<file path="src/rtl/serial_result_capture_pkg.sv">
// Shared state encoding and counter sizing for the serial result capture block.
package serial_result_capture_pkg;

  typedef enum logic [1:0] {
    IDLE    = 2'b00,
    CAPTURE = 2'b01,
    DONE    = 2'b10
  } state_e;

  function automatic int cntWidth(input int width);
    return $clog2(width + 1);
  endfunction

endpackage

</file>
<file path="src/rtl/serial_result_capture_shift_in_reg.sv">
// Serial-in shift register; the first bit received ends up at data[0] when LSB_FIRST=1.
module shift_in_reg
  import serial_result_capture_pkg::*;
#(
  parameter int WIDTH     = 8,
  parameter int LSB_FIRST = 1
) (
  input  logic             clk,
  input  logic             reset,
  input  logic             en,
  input  logic             din,
  output logic [WIDTH-1:0] q
);

  logic [WIDTH-1:0] shift_q;

  always_ff @(posedge clk) begin
    if (reset) begin
      shift_q <= '0;
    end else if (en) begin
      if (LSB_FIRST != 0) begin
        shift_q <= {din, shift_q[WIDTH-1:1]};
      end else begin
        shift_q <= {shift_q[WIDTH-2:0], din};
      end
    end
  end

  assign q = shift_q;

endmodule

</file>
<file path="src/rtl/serial_result_capture.sv">
// Collects WIDTH serial bits after a start pulse and presents them as a held parallel
// word with even parity and a one-cycle valid strobe.
module serial_result_capture
  import serial_result_capture_pkg::*;
#(
  parameter int WIDTH     = 8,
  parameter int LSB_FIRST = 1
) (
  input  logic                       clk,
  input  logic                       reset,
  input  logic                       start,
  input  logic                       din,
  output logic [WIDTH-1:0]           data,
  output logic                       parity,
  output logic                       valid,
  output logic                       busy,
  output logic [cntWidth(WIDTH)-1:0] bit_cnt
);

  localparam int CW = cntWidth(WIDTH);
  localparam logic [CW-1:0] LAST_IDX = CW'(WIDTH - 1);

  state_e           state_q;
  logic [CW-1:0]    bitCnt_q;
  logic [WIDTH-1:0] data_q;
  logic             parity_q;
  logic             valid_q;
  logic             busy_q;
  logic [WIDTH-1:0] shiftWord;
  logic [WIDTH-1:0] word_d;
  logic             shiftEn;

  assign shiftEn = (state_q == CAPTURE);

  shift_in_reg #(
    .WIDTH    (WIDTH),
    .LSB_FIRST(LSB_FIRST)
  ) u_shift (
    .clk  (clk),
    .reset(reset),
    .en   (shiftEn),
    .din  (din),
    .q    (shiftWord)
  );

  // The result is latched on the same edge as the last shift, so it needs the post-shift word.
  always_comb begin
    word_d = shiftWord;
    if (LSB_FIRST != 0) begin
      word_d = {din, shiftWord[WIDTH-1:1]};
    end else begin
      word_d = {shiftWord[WIDTH-2:0], din};
    end
  end

  always_ff @(posedge clk) begin
    if (reset) begin
      state_q  <= IDLE;
      bitCnt_q <= '0;
      data_q   <= '0;
      parity_q <= 1'b0;
      valid_q  <= 1'b0;
      busy_q   <= 1'b0;
    end else begin
      valid_q <= 1'b0;
      unique case (state_q)
        IDLE, DONE: begin
          if (start) begin
            state_q  <= CAPTURE;
            bitCnt_q <= '0;
            busy_q   <= 1'b1;
          end else begin
            state_q <= IDLE;
          end
        end
        CAPTURE: begin
          bitCnt_q <= bitCnt_q + CW'(1);
          if (bitCnt_q == LAST_IDX) begin
            state_q  <= DONE;
            data_q   <= word_d;
            parity_q <= ^word_d;
            valid_q  <= 1'b1;
            busy_q   <= 1'b0;
          end
        end
        default: begin
          state_q <= IDLE;
          busy_q  <= 1'b0;
        end
      endcase
    end
  end

  assign data    = data_q;
  assign parity  = parity_q;
  assign valid   = valid_q;
  assign busy    = busy_q;
  assign bit_cnt = bitCnt_q;

endmodule

</file>
<file path="config.mk">
export PLATFORM = sky130hd
export DESIGN_NAME = serial_result_capture
export DESIGN_NICKNAME = d
export VERILOG_FILES = /design/src/rtl/serial_result_capture_pkg.sv /design/src/rtl/serial_result_capture_shift_in_reg.sv /design/src/rtl/serial_result_capture.sv
export SDC_FILE = /design/constraint.sdc
export NUM_CORES = 1
export LEC_CHECK = 0
export ABC_AREA = 1
export CORE_MARGIN = 4
export CORE_UTILIZATION = 30
export DETAILED_ROUTE_END_ITERATION = 8
export SLEW_MARGIN = 40
export SYNTH_ARGS = -nofsm -noshare
export SYNTH_HDL_FRONTEND = slang
export SYNTH_SLANG_ARGS = --single-unit
</file>
<file path="constraint.sdc">
create_clock -name clk -period 1.2 [get_ports clk]
set_input_delay 0.18 -clock clk [delete_from_list [all_inputs] [get_ports clk]]
set_output_delay 0.18 -clock clk [all_outputs]
set_load 0.01 [all_outputs]
</file>
* Yosys cells after proc, flatten, opt, wreduce, memory -nomap -nowiden
Cells that the tools add are included.
Storage, ports and cells: logic and storage cells 31, register bits 25, output and inout port bits 15, bits of input ports 4
Cells by class: add/sub/neg operators 1, equality and inequality tests 5, reductions and logical operators 8, muxes and demuxes 9, bitwise logic cells 1
Operators with widths (count):
- $pmux W4 S2 | 1
- $reduce_xor A8 Y1 | 1
- $reduce_and A2 Y1 | 3
- $add A4 B1 Y4 const B | 1
- $eq A4 B3 Y1 const B | 1
- $mux W1 | 4
- $mux W4 | 1
- $pmux W2 S2 | 1
- $reduce_or A2 Y1 | 2
- $eq A2 B1 Y1 const B | 1
- $eq A2 B2 Y1 const B | 1
- $logic_not A2 Y1 | 1
- $mux W2 | 1
- $ne A2 B1 Y1 const B | 1
- $ne A2 B2 Y1 const B | 1
- $pmux W1 S2 | 1
- $reduce_bool A2 Y1 | 1
- $not A1 Y1 | 1

* Longest topological paths before layout
Gate-level depths: netlist of run 1.
depth after elaboration 4, gate-level depth with buffers 9, gate-level depth less buffers 9

* Hierarchy
A second synthesis of run 1 with hierarchy kept.
Unflattened totals: cell total of the unflattened synthesis 171, area, all modules 1217.4 um^2
By module, submodules not included:
- serial_result_capture | area an instance 869.6 um^2, seq. area each 340.3 um^2, instances 1, cells an instance 120
- shift_in_reg | area an instance 347.8 um^2, seq. area each 160.2 um^2, instances 1, cells an instance 51

* Worst setup path after synthesis of run 1
OpenSTA, ideal clock, no wires.
path kind reg2reg, start reg bitCnt_q[0], in the netlist bit_cnt[0], end reg parity_q, in the netlist parity, data required time 1.144 ns, path slack -0.032 ns, stages on the path, launching flop included 10, clock period less this slack 1.232 ns, data arrival time 1.177 ns, path buffers 0, setup time 0.056 ns, cells stage by stage dfxtp_1 > ha_1 > nand2_2 > nor2_2 > nand2_4 > inv_6 > nand2_8 > nand2_2 > nand2_1 > inv_1
Between the ends: word-level cells in the longest chain between the ends 2
RTL lines:
- start, declared | RTL line serial_result_capture.sv:24 | logic [CW-1:0] bitCnt_q;
- start signal, assigned | RTL line serial_result_capture.sv:77 | bitCnt_q <= bitCnt_q + CW'(1);
- $eq A4 B3 Y1 | RTL line serial_result_capture.sv:78 | if (bitCnt_q == LAST_IDX) begin
- $reduce_and A2 Y1 (no source line)
- end signal, assigned | RTL line serial_result_capture.sv:81 | parity_q <= ^word_d;
- end, declared | RTL line serial_result_capture.sv:26 | logic parity_q;
Every way passes these cells. A chain may end at the register's enable or synchronous reset.

* Final worst setup path of run 1
start reg bitCnt_q[0], in the netlist bit_cnt[0], end reg data_q[3], in the netlist data[3]
Between the ends: word-level cells in the longest chain between the ends 2
RTL lines:
- $eq A4 B3 Y1 | RTL line serial_result_capture.sv:78
- $reduce_and A2 Y1 (no source line)
- end signal, assigned | RTL line serial_result_capture.sv:80 | data_q <= word_d;
- end, declared | RTL line serial_result_capture.sv:25 | logic [WIDTH-1:0] data_q;
Every way passes these cells.

==> impl_metrics.json, run 1 <==
{
  "clk_path_buf_depth": 2,
  "crit_family": "flip-flops",
  "cts_buffers": 3,
  "p_per_area_nw_per_um2": 1035,
  "antenna_found_initial": 0,
  "seq_area_frac_synth": 0.4439,
  "numPortBuffers": 18,
  "mostFrequentLayoutCells": "nand2_1, dfxtp_1, inv_1, a21oi_1, buf_4",
  "hold_viol": 0,
  "start_util": 0.3168,
  "ant_nets": 0,
  "power_leakage_nw": 0.7329,
  "netlist_area_sq_um": 1082,
  "rsz0062_at_grt": "yes",
  "dp_hpwl_um": 1616,
  "critPathMaxStageDelay_ns": 0.38,
  "gr-usage-all-layers": 0.1193,
  "firstDrtPassIters": 4,
  "pre_cts_slack_ns": -0.1166,
  "gp_congestion": 0.7713,
  "grt_pass1_wl_um": 4174,
  "yosys_warnings": 0,
  "ys_ff_latch": 24,
  "critical_path_required_ns": 1.43,
  "slew_headroom": 0.7276,
  "die-area_sq_um": 4633,
  "fin_crit_sh": 0.9660,
  "clock-sinks": 24,
  "synth_nets": 144,
  "nets": 179,
  "multi_input_area_sq_um": 536.8,
  "clockRootBuffer": "clkbuf_4",
  "crit_top_cell": "nand2_4",
  "min_period_ns": 1.159,
  "n_fill_cell": 359,
  "crit_buf_inv": 1,
  "grt_pass1_vias": 959,
  "crit_slowest_cell": "dfxtp_2",
  "ioPinCount": 19,
  "worstHoldPathCells": 2,
  "clock.fmax_mhz": 862.7,
  "row_count": 21,
  "vdd_drop_max_mv": 0.7163,
  "syn_inst": 139,
  "grt_max_degree": 21,
  "setup_ws_ns": 0.04084,
  "cts_htree_levels": 1,
  "antenna_cells": 0,
  "placed_cells": 208,
  "coreArea_sq_um": 3416,
  "drc_errors": 0,
  "startpoint_type": "flip-flop",
  "via_per_inst": 4.438,
  "critPathKind": "flip-flop to flip-flop",
  "cp.depth": 7,
  "cp-end-kind": "flip-flop",
  "routed_wl_um": 2293,
  "drv_cap": 0,
  "cts_tree": "yes",
  "maxSlewViolCount": 0,
  "arrival_ns": 1.39,
  "final_common_cell": "nand2_1",
  "area_growth_pct": 36.76,
  "die_w_um": 68.07,
  "final_cells": 219,
  "die_height_um": 68.07,
  "seq_area_sq_um": 495.5,
  "grt.overflow.total": 0,
  "clk_pin_slew_ns": 0.13,
  "crit_chain": "ha_4 -> nand2_4 -> nor2_4 -> nand2_4 -> buf_4 -> nand3_1 -> o21ai_2",
  "clk_latency_ns": 0.32,
  "wire_per_inst_um": 10.47,
  "outcome": "completed",
  "vias": 972,
  "netlist-cell-type-count": 21,
  "hp-class": "flip-flop to flip-flop",
  "worst_clock_skew_ns": 0.001872,
  "drt-initial-drc-count": 76,
  "setup_viol": 0,
  "tightest_slew_ns": 0.4080,
  "syn_avg_cell_area_sq_um": 7.786,
  "rr_worst_depth": 7,
  "worstPathMaxFanout": 4,
  "layout-drive-gt1-share": 0.2890
}
[what timing repair did]
action,in CTS,in global routing
pin swaps,0,1
setup buffers,0,6
hold buffers,0,0
gates cloned,1,0
gates resized for setup,26,14
setup endpoints to repair,23,22
[Yosys cell counts]
library cell	number	area, sq um
nand2_4	1	11.26
nor2_2	1	6.260
nor2_4	2	22.52
a21oi_1	14	70.07
inv_6	1	8.760
nor2_1	2	7.510
nand2_2	2	12.51
buf_6	2	22.52
o21ai_2	7	61.31
inv_2	3	11.26
inv_1	14	52.55
o21ai_1	1	5.000
xnor2_1	1	8.760
ha_1	1	12.51
a211oi_2	1	12.51
dfxtp_1	24	480.5
nand2_8	1	20.02
buf_4	1	7.510
o21ai_0	10	50.05
nand2_1	41	153.9
nand3_1	9	45.04
[per-layer routing]
| metal | vias up | track usage | routed length [um] |
|---|---|---|---|
| met4 | 0 | 0.02233 | 13 |
| met5 | - | 0 | 0 |
| met3 | 2 | 0.04269 | 103 |
| met1 | 434 | 0.1466 | 1048 |
| met2 | 17 | 0.2010 | 1127 |
| li1 | 519 | - | - |
[worst reg2reg max path, stage by stage, from the launching register on]
cell and delay [ns]:
dfxtp_2 0.38, ha_4 0.15, nand2_4 0.06, nor2_4 0.10, nand2_4 0.10, buf_4 0.16
nand3_1 0.07, o21ai_2 0.06
[metrics by stage]
stage	instance area [sq um]	TNS [ns]	hold slack, ns	util	total power, mW
floorplan	1085	0	0.2417	-	1.036
global placement	1365	-0.7051	0.4474	0.3996	1.093
detailed placement	1365	-1.253	0.4508	0.3996	1.100
CTS	1399	0	0.4698	0.4095	1.535
global route	1480	-0.1426	0.4967	0.4333	1.637
finish	1480	0	0.4776	0.4333	1.532
[where the power goes]
part | switching (mW) | internal (mW) | total [mW]
Clock | 0.256 | 0.186 | 0.441
Combinational | 0.142 | 0.0959 | 0.238
Sequential | 0.0273 | 0.826 | 0.853
[worst paths after layout]
| check | to | slack (ns) | start |
|---|---|---|---|
| setup / recovery | data[3] | 0.04 | bit_cnt[0] |
| hold / removal | busy | 0.48 | busy |
| setup reg to reg | data[3] | 0.04 | bit_cnt[0] |
| hold reg to reg | busy | 0.48 | busy |
[state kept, by name (all words and copies together), names as in the netlist]
name and cells:
parity 1, u_shift.q 7, valid 1, data 8
busy 1, bit_cnt 4, state_q 2
[cell families after synthesis]
family,synth area share
and+or+nand+nor,0.2578
AOI/OAI and AO/OA,0.1838
DFF,0.4439
buffers and inverters,0.09480
xor gates and xnor gates,0.008094
adders and majority gates,0.01156
[cell type report]
cell class	count	share of cell area
clock buffer	4	0.02451
inverter	18	0.05072
multi-input combinational	95	0.3626
sequential	24	0.3347
tap	46	0.03888
timing repair buffer	32	0.1885
(Power assumes the default switching activity.)
==> run 2: changes to the inputs <==
--- a/config.mk
+++ b/config.mk
@@ -9,6 +9,9 @@
 export CORE_MARGIN = 4
 export CORE_UTILIZATION = 30
 export DETAILED_ROUTE_END_ITERATION = 8
+export PLACE_DENSITY = 0.59
+export REMOVE_ABC_BUFFERS = 1
+export SKIP_CTS_REPAIR_TIMING = 1
 export SLEW_MARGIN = 40
 export SYNTH_ARGS = -nofsm -noshare
 export SYNTH_HDL_FRONTEND = slang
==> impl_metrics.json, run 2 (synthesis results as in run 1) <==
{
  "outcome": "completed",
  "nets": 173,
  "fin_crit_sh": 0.9669,
  "clock-sinks": 24,
  "hold_ws_ns": 0.4786,
  "crit_family": "flip-flops",
  "crit_chain": "ha_4 -> nand2_4 -> buf_4 -> o21ai_1 -> nand2_1 -> nand2_1 -> a21oi_1",
  "maxSlewViolCount": 0,
  "critPathMaxStageDelay_ns": 0.38,
  "min_delay_worst_endpoint": "busy",
  "die_w_um": 68.07,
  "clk_latency_ns": 0.31,
  "hold_viol": 0,
  "ioPinCount": 19,
  "die_height_um": 68.07,
  "layout-drive-gt1-share": 0.2275,
  "largest_register_ffs": 8,
  "p_total_mw": 1.674,
  "dp_hpwl_um": 1586,
  "startpoint": "bit_cnt[0]",
  "cp-end-kind": "flip-flop",
  "clk_pin_slew_ns": 0.13,
  "final_common_cell": "nand2_1",
  "crit_buf_inv": 1,
  "critPathKind": "flip-flop to flip-flop",
  "clk_path_buf_depth": 2,
  "wire_per_inst_um": 10.66,
  "die-area_sq_um": 4633,
  "fin_util": 0.4385,
  "vias": 949,
  "p_per_area_nw_per_um2": 1118,
  "hold_start": "busy",
  "firstDrtPassIters": 4,
  "vdd_drop_max_mv": 0.8361,
  "mostFrequentLayoutCells": "nand2_1, dfxtp_1, dlymetal6s2s_1",
  "coreArea_sq_um": 3416,
  "clock.fmax_mhz": 861.8,
  "drc_errors": 0,
  "critical_path_required_ns": 1.42,
  "area_growth_pct": 38.38,
  "arrival_ns": 1.38,
  "clockRootBuffer": "clkbuf_4",
  "n_fill_cell": 351,
  "drt-initial-drc-count": 38,
  "drv_cap": 0,
  "worst_clock_skew_ns": 0.001280,
  "power_leakage_nw": 0.9168,
  "grt.overflow.total": 0,
  "multi_input_area_sq_um": 521.8,
  "grt_pass1_vias": 878,
  "startpoint_type": "flip-flop",
  "min_period_ns": 1.160,
  "rsz0062_at_grt": "yes",
  "reg2reg_from": "bit_cnt[0]",
  "ant_nets": 0,
  "hp-class": "flip-flop to flip-flop",
  "seq_area_sq_um": 491.7,
  "cts_htree_levels": 1,
  "tightest_slew_ns": 0.2317,
  "rr_worst_depth": 7,
  "r2r-end": "busy",
  "slew_headroom": 0.8452,
  "crit_top_cell": "nand2_1",
  "reg2reg_slack_ns": 0.04,
  "setup_viol": 0,
  "antenna_found_initial": 0,
  "row_count": 21,
  "worstPathMaxFanout": 2,
  "worstHoldPathCells": 2,
  "routed_wl_um": 2271,
  "start_util": 0.3168,
  "cts_buffers": 3,
  "via_per_inst": 4.455,
  "numPortBuffers": 18,
  "gp_congestion": 0.7102,
  "tns_ns": 0,
  "grt_pass1_wl_um": 3767,
  "crit_slowest_cell": "dfxtp_2",
  "antenna_cells": 0,
  "gr-usage-all-layers": 0.1059,
  "grt_max_degree": 20,
  "cts_tree": "yes"
}
-- run 2: changes by cell type in the layout (fill, tap and decap cells not counted), moves of 2 or more --
cell | previous run | this run
clkdlybuf4s15_1 | 3 | 0
dlymetal6s2s_1 | 0 | 15
buf_2 | 2 | 0
buf_4 | 12 | 7
dfxtp_1 | 16 | 19
dlygate4sd2_1 | 10 | 0
dfxtp_2 | 6 | 3
-- run 2: final cells by class --
| cell class | instances | share of cell area |
|---|---|---|
| Clock buffer | 3 | 0.01504 |
| Clock inverter | 1 | 0.02005 |
| Multi-Input combinational cell | 94 | 0.3484 |
| Timing Repair Buffer | 27 | 0.2013 |
| Tap cell | 46 | 0.03843 |
| Inverter | 18 | 0.04845 |
| Sequential cell | 24 | 0.3283 |
-- run 2: stage by stage --
stage	cells	area (sq um)	setup slack, ns
finish	213	1498	0.03970
global route	213	1498	-0.06230
CTS	211	1408	-0.3343
global placement	207	1355	-0.07517
detailed placement	207	1355	-0.1077
floorplan	136	1052	-0.04859
-- run 2: report_power, final --
part / switching [mW] / total, mW / internal, mW / leakage, nW
combinational: 0.139 / 0.238 / 0.0984 / 0.691
clock: 0.246 / 0.584 / 0.338 / 0.0279
sequential: 0.0277 / 0.852 / 0.825 / 0.198
-- run 2: worst max path at each step --
stage	endpoint	depth (start not counted)
4_1_cts	bit_cnt[3]	1
6_report	busy	7
3_3_place_gp	parity	10
3_5_place_dp	parity	10
5_1_grt	busy	7
2_1_floorplan	parity	9
-- run 2: metal layers --
metal	track usage	part of all wire	vias to the layer above
met4	0.02233	0.0057	0
li1	-	-	500
met1	0.1294	0.45	423
met3	0.03777	0.065	2
met2	0.1781	0.47	24
met5	0	0	-
-- run 2: tightest hold or removal path: stages, from the launching register on --
cell and delay (ns):
dfxtp_1 0.33, nand2_1 0.07, a21oi_1 0.05
==> run 3: changes to the inputs <==
--- a/config.mk
+++ b/config.mk
@@ -6,7 +6,6 @@
 export NUM_CORES = 1
 export LEC_CHECK = 0
 export ABC_AREA = 1
-export CORE_MARGIN = 4
 export CORE_UTILIZATION = 30
 export DETAILED_ROUTE_END_ITERATION = 8
 export PLACE_DENSITY = 0.59
==> impl_metrics.json, run 3 (synthesis results as in run 1) <==
{
  "met1_usage": 0.1665,
  "fin_crit_sh": 0.9780,
  "p_int_mw": 1.261,
  "crit_chain": "ha_4 -> nand2_4 -> nor2_4 -> nand2_4 -> inv_6 -> nand2_8 -> nand2_2 -> nand2_1 -> inv_1",
  "clk_path_buf_depth": 2,
  "nets": 174,
  "rsz0062_at_grt": "yes",
  "p_per_area_nw_per_um2": 1125,
  "outcome": "completed",
  "vias": 957,
  "coreArea_sq_um": 3390,
  "grt_pass1_vias": 842,
  "antenna_found_initial": 0,
  "arrival_ns": 1.44,
  "row_count": 21,
  "vdd_drop_max_mv": 0.4438,
  "hold_viol": 0,
  "cts_htree_levels": 1,
  "startpoint_type": "flip-flop",
  "p_total_mw": 1.680,
  "mostFrequentLayoutCells": "nand2_1, dfxtp_1, dlymetal6s2s_1",
  "die_w_um": 62.07,
  "clk_pin_slew_ns": 0.14,
  "setup_ws_ns": 0.02635,
  "cts_tree": "yes",
  "ioPinCount": 19,
  "ant_nets": 0,
  "maxSlewViolCount": 0,
  "pwr-share-seq": 0.509,
  "combPwrFrac": 0.145,
  "worstHoldPathCells": 2,
  "slew_headroom": 0.7723,
  "top_usage_layer": "met2",
  "rr_worst_depth": 9,
  "hp-class": "flip-flop to flip-flop",
  "placed_cells": 206,
  "routed_wl_um": 2330,
  "firstDrtPassIters": 4,
  "power_leakage_nw": 0.9180,
  "gp_congestion": 0.7682,
  "reg2reg_slack_ns": 0.03,
  "critPathKind": "flip-flop to flip-flop",
  "final_common_cell": "nand2_1",
  "gr-usage-all-layers": 0.1276,
  "worstPathMaxFanout": 10,
  "hold_ws_ns": 0.4667,
  "numPortBuffers": 18,
  "via_per_inst": 4.472,
  "fin_util": 0.4408,
  "die-area_sq_um": 3852,
  "cp-end-kind": "flip-flop",
  "p_sw_mw": 0.4195,
  "pre_cts_slack_ns": -0.1027,
  "post_dp_cell_area_sq_um": 1335,
  "wire_per_inst_um": 10.89,
  "grtUsageMet3": 0.02070,
  "cts_buffers": 3,
  "clk_latency_ns": 0.31,
  "crit_slowest_cell": "dfxtp_2",
  "min_delay_worst_endpoint": "busy",
  "reg2reg_from": "bit_cnt[0]",
  "sw_frac_of_total": 0.2496,
  "layout-drive-gt1-share": 0.2381,
  "finalInstanceArea_sq_um": 1494,
  "drt-initial-drc-count": 25,
  "use_met2": 0.2067,
  "grt_max_degree": 20,
  "r2r-end": "parity",
  "final_cells": 214,
  "min_period_ns": 1.174,
  "grt_pass1_wl_um": 3567,
  "n_fill_cell": 349,
  "tightest_slew_ns": 0.3411,
  "clockRootBuffer": "clkbuf_4",
  "drv_cap": 0,
  "dp_hpwl_um": 1674,
  "hold_start": "busy",
  "crit_top_cell": "nand2_4",
  "setup_viol": 0,
  "drc_errors": 0,
  "tns_ns": 0,
  "worst_clock_skew_ns": 0.008547,
  "start_util": 0.3193,
  "critical_path_required_ns": 1.47,
  "critPathMaxStageDelay_ns": 0.38,
  "clock.fmax_mhz": 852.0,
  "area_growth_pct": 38.03,
  "clock-sinks": 24,
  "grt.overflow.total": 0,
  "p_clk_frac": 0.346,
  "die_height_um": 62.07,
  "antenna_cells": 0,
  "largest_register_ffs": 8
}
==> run 3: power groups by stage <==
stage / combinational, mW / sequential (mW) / clock [mW]
detailed placement: 0.235 / 0.873 / 0
global route: 0.276 / 0.861 / 0.633
global placement: 0.227 / 0.869 / 0
floorplan: 0.150 / 0.871 / 0
CTS: 0.235 / 0.855 / 0.603
finish: 0.243 / 0.855 / 0.582
==> run 3: how the worst max path moves through the flow <==
stage                           from         end  slack, ns  cells after the start
after floorplan           bit_cnt[0]      parity      -0.05                      9
final                     bit_cnt[0]      parity       0.03                      9
after CTS                 bit_cnt[0]  bit_cnt[0]      -0.34                      2
after global routing      bit_cnt[0]      parity      -0.06                      9
after detailed placement         din      parity      -0.10                     10
after global placement         reset  bit_cnt[0]      -0.07                      4
==> run 3: layer usage <==
metal / vias to the layer above / share of wire
li1: 507 / -
met1: 434 / 0.47
met2: 14 / 0.47
met3: 2 / 0.039
met4: 0 / 0.012
met5: - / 0
==> run 3: cell type report <==
| type | instances | area [sq um] | area share |
|---|---|---|---|
| Multi-Input combinational cell | 94 | 521.8 | 0.3492 |
| Sequential cell | 24 | 493.0 | 0.3300 |
| Timing Repair Buffer | 28 | 296.5 | 0.1985 |
| Inverter | 18 | 72.57 | 0.04858 |
| Tap cell | 46 | 57.56 | 0.03853 |
| Clock inverter | 1 | 30.03 | 0.02010 |
| Clock buffer | 3 | 22.52 | 0.01508 |
==> run 3: worst max-delay path, delay by kind of cell, from the launching register on <==
family                   cells  cell delay (ns)
AND/OR/NAND/NOR              6             0.45
flip-flops                   1             0.38
adder cells (fa/ha/maj)      1             0.15
buffers and inverters        2             0.14
